<file path="config.mk">
export PLATFORM = sky130hd
export DESIGN_NAME = serial_adder
export DESIGN_NICKNAME = d
export VERILOG_FILES = /design/src/rtl/serial_adder_pkg.sv /design/src/rtl/serial_adder_fa_cell.sv /design/src/rtl/serial_adder.sv
export SDC_FILE = /design/constraint.sdc
export NUM_CORES = 1
export LEC_CHECK = 0
export BUFFER_PORTS_ARGS = -buffer_cell sky130_fd_sc_hd__clkbuf_2
export CAP_MARGIN = 15
export CORE_MARGIN = 3
export CORE_UTILIZATION = 50
export CTS_CLUSTER_SIZE = 28
export DETAILED_ROUTE_END_ITERATION = 10
export HOLD_SLACK_MARGIN = 0.1
export PLACE_DENSITY_LB_ADDON = 0.25
export SLEW_MARGIN = 20
export SYNTH_ARGS = -nofsm -noshare
export SYNTH_HDL_FRONTEND = slang
export SYNTH_SLANG_ARGS = --single-unit
</file>
<file path="constraint.sdc">
create_clock -name clk -period 2.3 [get_ports clk]
set_input_delay 0 -clock clk [delete_from_list [all_inputs] [get_ports clk]]
set_output_delay 0 -clock clk [all_outputs]
set_load 0.05 [all_outputs]
</file>
<file path="src/rtl/serial_adder_pkg.sv">
// ============================================================================
// Module  : serial_adder_pkg
// Brief   : Shared FSM state encoding and default operand width for serial_adder.
// Revision: 1.0 - initial release
// ============================================================================
`default_nettype none

package serial_adder_pkg;

    localparam int DEFAULT_WIDTH = 8;

    typedef enum logic [1:0] {
        IDLE  = 2'd0,
        SHIFT = 2'd1,
        DONE  = 2'd2
    } state_t;

endpackage

`default_nettype wire

</file>
<file path="src/rtl/serial_adder_fa_cell.sv">
// ============================================================================
// Module  : fa_cell
// Brief   : One-bit combinational full adder used by the bit-serial datapath.
// Revision: 1.0 - initial release
// ============================================================================
`default_nettype none

module fa_cell (
    input  logic a,
    input  logic b,
    input  logic ci,
    output logic s,
    output logic co
);

    assign s  = a ^ b ^ ci;
    assign co = (a & b) | (ci & (a ^ b));

endmodule

`default_nettype wire

</file>
<file path="src/rtl/serial_adder.sv">
// ============================================================================
// Module  : serial_adder
// Brief   : Bit-serial a + b + cin, LSB first, one bit per clock through one fa_cell.
// Revision: 1.0 - initial release
// ============================================================================
`default_nettype none

module serial_adder
    import serial_adder_pkg::*;
#(
    parameter int WIDTH = DEFAULT_WIDTH
) (
    input  logic             clk,
    input  logic             rst,
    input  logic             start,
    input  logic [WIDTH-1:0] a,
    input  logic [WIDTH-1:0] b,
    input  logic             cin,
    output logic             busy,
    output logic             done,
    output logic [WIDTH-1:0] sum,
    output logic             cout
);

    localparam int                c_cnt_w    = $clog2(WIDTH + 1);
    localparam logic [c_cnt_w-1:0] c_cnt_last = c_cnt_w'(WIDTH);

    generate
        if (WIDTH < 2 || WIDTH > 32) begin : g_width_check
            $error("serial_adder: WIDTH must be within 2..32");
        end
    endgenerate

    state_t             r_state;
    logic [WIDTH-1:0]   r_a_sr;
    logic [WIDTH-1:0]   r_b_sr;
    logic [WIDTH-1:0]   r_sum;
    logic               r_carry;
    logic               r_cout;
    logic [c_cnt_w-1:0] r_cnt;

    logic               w_s;
    logic               w_co;
    logic [c_cnt_w-1:0] w_cnt_nxt;

    fa_cell u_fa (
        .a  (r_a_sr[0]),
        .b  (r_b_sr[0]),
        .ci (r_carry),
        .s  (w_s),
        .co (w_co)
    );

    assign w_cnt_nxt = r_cnt + c_cnt_w'(1);

    always_ff @(posedge clk or posedge rst) begin
        if (rst) begin
            r_state <= IDLE;
            r_a_sr  <= '0;
            r_b_sr  <= '0;
            r_sum   <= '0;
            r_carry <= 1'b0;
            r_cout  <= 1'b0;
            r_cnt   <= '0;
        end else begin
            case (r_state)
                IDLE: begin
                    if (start) begin
                        r_a_sr  <= a;
                        r_b_sr  <= b;
                        r_carry <= cin;
                        r_sum   <= '0;
                        r_cout  <= 1'b0;
                        r_cnt   <= '0;
                        r_state <= SHIFT;
                    end
                end
                SHIFT: begin
                    r_a_sr  <= r_a_sr >> 1;
                    r_b_sr  <= r_b_sr >> 1;
                    // Sum bits enter at the MSB so the LSB lands at bit 0 after WIDTH shifts.
                    r_sum   <= {w_s, r_sum[WIDTH-1:1]};
                    r_carry <= w_co;
                    r_cnt   <= w_cnt_nxt;
                    if (w_cnt_nxt == c_cnt_last) begin
                        r_cout  <= w_co;
                        r_state <= DONE;
                    end
                end
                DONE: begin
                    r_state <= IDLE;
                end
                default: begin
                    r_state <= IDLE;
                end
            endcase
        end
    end

    assign busy = (r_state != IDLE);
    assign done = (r_state == DONE);
    assign sum  = r_sum;
    assign cout = r_cout;

endmodule

`default_nettype wire

</file>
==> key figures <==
Logic synthesis
  – Most used flip-flop cell after synthesis: dfrtp_1
  – Sequential fraction of the synthesis area: 52.9%
  – Synthesized area: between 1500 and 2000 um^2
  – Syn nets: approximately 170
  – Post-Syn Instances: ~140
  – Avg Inst Size Synth: 10.7 um^2
  – Async set or reset register ratio after synthesis: 100%
  – Number of flops mapped to enable cells by yosys: 0
  – Synthesis warning total: 0
  – Library cells used by synthesis: 26
  – Post-synthesis register bit count: 32

Routing
  – Routed vias: between 1000 and 1500
  – Antenna Nets Post-Route: 0
  – Vias per inst: between 5 and 6
  – Routed Wire Length: approximately 3300 um
  – DR WL/cell: about 15 um
  – DRT iter0 DRCs: 75
  – Pre-Repair DR Iteration Count: 4
  – DRC errors left: 0

Die
  – Die ar.: between 3000 and 4000 um^2
  – Num rows: 19
  – Die height: slightly above 60 um
  – # IOs: 31
  – Width of the die: just over 60 um
  – Initial core utilization: between 50% and 60%
  – Core area: 2830 um^2

Finish
  – # diodes: 0
  – Area grow syn2layout: 27.3%
  – Final Util: between 60% and 70%
  – Fill cells: about 220
  – Share of cells above drive strength 1: approximately 22%
  – Multi-input logic area: just over 600 um^2
  – Fin nets: around 220
  – Register area: about 800 um^2

Clock tree
  – Cts repair resizes: 0
  – CTS tree: built
  – Post-CTS setup repair buffer count: 0
  – CTS Buf Count: 5
  – CTS Sinks: 32
  – Root Driver: clkbuf_4
  – Max H-tree Level: 2
  – Clk_lat worst skew: between 0.3 and 0.4 ns
  – CTS max path bufs: 2
  – CTS clk-pin slew, worst paths: about 0.10 ns

Setup path
  – Kind of critical path: reg2reg
  – Slowest stage delay, CP: ~0.55 ns
  – Critical path depth: 4
  – Worst path slowest cell: dlygate4sd3_1
  – Crit path to: r_b_sr[7]
  – Family with the most delay on the worst path: buffers and inverters
  – FF-to-FF End: r_b_sr[7]
  – CP Launch Type: flip-flop
  – WP data required: approximately 2.6 ns
  – CP cell instances: nor2b_1 > a21oi_1 > dlygate4sd3_1 > o21ai_0
  – Beginning of the critical path: r_state[1]
  – Critical path fanouts, max: 9
  – Crit path DAT: around 1.9 ns
  – WP buf/inv: 1
  – Worst r2r path cells: 4
  – Worst setup EP type: flip-flop
  – RR Startpoint: r_state[1]
  – R2R setup slack: approximately 0.69 ns

Timing
  – Total negative slack: 0 ns
  – Post-route setup slack: between 0.6 and 0.7 ns
  – WHS: between 0.2 and 0.3 ns
  – Final period demand of the worst path: between 1.5 and 2 ns
  – Fmax: 622 MHz
  – Final Hold Viols: 0
  – Rel. slew slack: about 57%
  – RSZ-0062 raised after global routing: false
  – Worst Skew: between 0.01 and 0.015 ns
  – # setup viols final: 0
  – Worst slew pin tran: 0.644 ns
  – Final cycle utilization of the critical path: between 60% and 70%
  – Max Slew Vio Count: 0

Global routing
  – First-pass GRT wire length: between 5000 and 6000 um
  – Antenna violations before repair: 0
  – Vias in the first global route: 1242
  – Grt ovf: 0
  – Largest net degree at the start of global routing: 43
  – Gr usage total: approximately 21%

Placed design
  – Placement Setup Slack: between 0.7 and 0.8 ns
  – Number of buffers added on ports: 30
  – Post-detail-place hpwl: between 2000 and 2500 um
  – GPL Wtd Cong: 0.662

Min path
  – Hold WC Path Type: in2async

Power
  – Total leakage power: between 0.9 and 1 nW
  – Total power: between 0.002 and 0.003 W
  – Peak VDD IR: between 0.7 and 0.8 mV
  – Power per cell area: approximately 1300 nW/um^2

Run status
  – Status: completed

Flow run
  – Max-Cap Viols: 0
-- state kept, by name, summed over array words and instances, names as in the netlist --
register  cells
r_carry       1
cout          1
r_state       2
sum           8
r_a_sr        8
r_cnt         4
r_b_sr        8
-- where the power goes --
group | switching (W) | total (W) | leakage [nW] | internal [W]
Clock | 0.000182 | 0.000356 | 0.0374 | 0.000173
Sequential | 0.000172 | 0.000957 | 0.411 | 0.000785
Combinational | 0.000766 | 0.00122 | 0.495 | 0.000459
Total | 0.00112 | 0.00254 | 0.944 | 0.00142
-- cell usage after synthesis, types with 2 or more instances --
library cell,count,area [um^2]
nand2_1,23,86.3
o21ai_0,3,15.0
a21oi_1,5,25.0
nor2_1,5,18.8
o21ai_1,21,105
a22o_1,8,70.1
dfrtp_1,32,801
buf_2,4,20.0
mux2i_1,14,140
ha_1,2,25.0
inv_1,4,15.0
buf_4,3,22.5
nor2b_1,5,31.3
-- worst min path at each step --
stage / startpoint / to / slack [ns] / cells past startpoint
finish: rst / r_carry / 0.26 / 4
global route: rst / r_cnt[0] / 0.31 / 4
CTS: rst / sum[0] / 0.27 / 4
detailed placement: rst / r_a_sr[2] / 0.09 / 3
global placement: rst / r_a_sr[1] / 0.08 / 3
floorplan: rst / cout / 0.12 / 1
-- cells by family after synthesis --
family,share of synthesized area [%]
flip-flops,52.9
buffers and inverters,5.87
AO/OA/AOI/OAI,17.7
AND/OR/NAND/NOR,11.3
multiplexers,9.26
adder cells (fa/ha/maj),2.98
-- worst reg2reg max path, stage by stage (launching register included) --
cell	delay (ns)
dfrtp_1	0.48
nor2b_1	0.23
a21oi_1	0.09
dlygate4sd3_1	0.55
o21ai_0	0.17
-- placed cells by master (no fill, tap or decap), types with 2 or more instances in the layout --
master | netlist | routed
a21oi_1 | 5 | 5
a22o_1 | 8 | 8
buf_4 | 3 | 3
clkbuf_2 | 0 | 30
clkbuf_4 | 0 | 5
clkbuf_8 | 0 | 2
dfrtp_1 | 32 | 32
dlygate4sd3_1 | 0 | 21
ha_1 | 2 | 2
inv_1 | 4 | 4
mux2i_1 | 14 | 14
nand2_1 | 23 | 23
nor2_1 | 5 | 5
nor2b_1 | 5 | 5
o21ai_0 | 3 | 3
o21ai_1 | 21 | 21
-- layout make-up --
type                    instances  area share (%)
inverters                       4           0.780
clock buffers                   7            3.38
flip-flops and latches         32            41.6
multi-input cells              97            32.4
well taps                      31            2.01
repair buffers                 54            19.9
-- per-stage QoR --
stage,area (um^2),std cells
floorplan,1510,142
global placement,1650,197
detailed placement,1650,197
CTS,1930,225
global route,1930,225
finish,1930,225
-- layer usage --
layer	track usage (%)	vias to the layer above	routed length, um	part of all wire [%]
li1	-	593	-	-
met1	24.0	574	1390	42
met2	35.0	39	1670	51
met3	6.81	10	140	4.3
met4	8.98	0	67	2.1
met5	0	-	0	0
-- timing repair --
| item | in CTS | in global routing |
|---|---|---|
| setup endpoints to repair | 0 | 0 |
| endpoints found under the hold margin | 49 | 0 |
| hold buffers | 21 | 0 |
No activity file was read; power rests on OpenSTA's default activity.
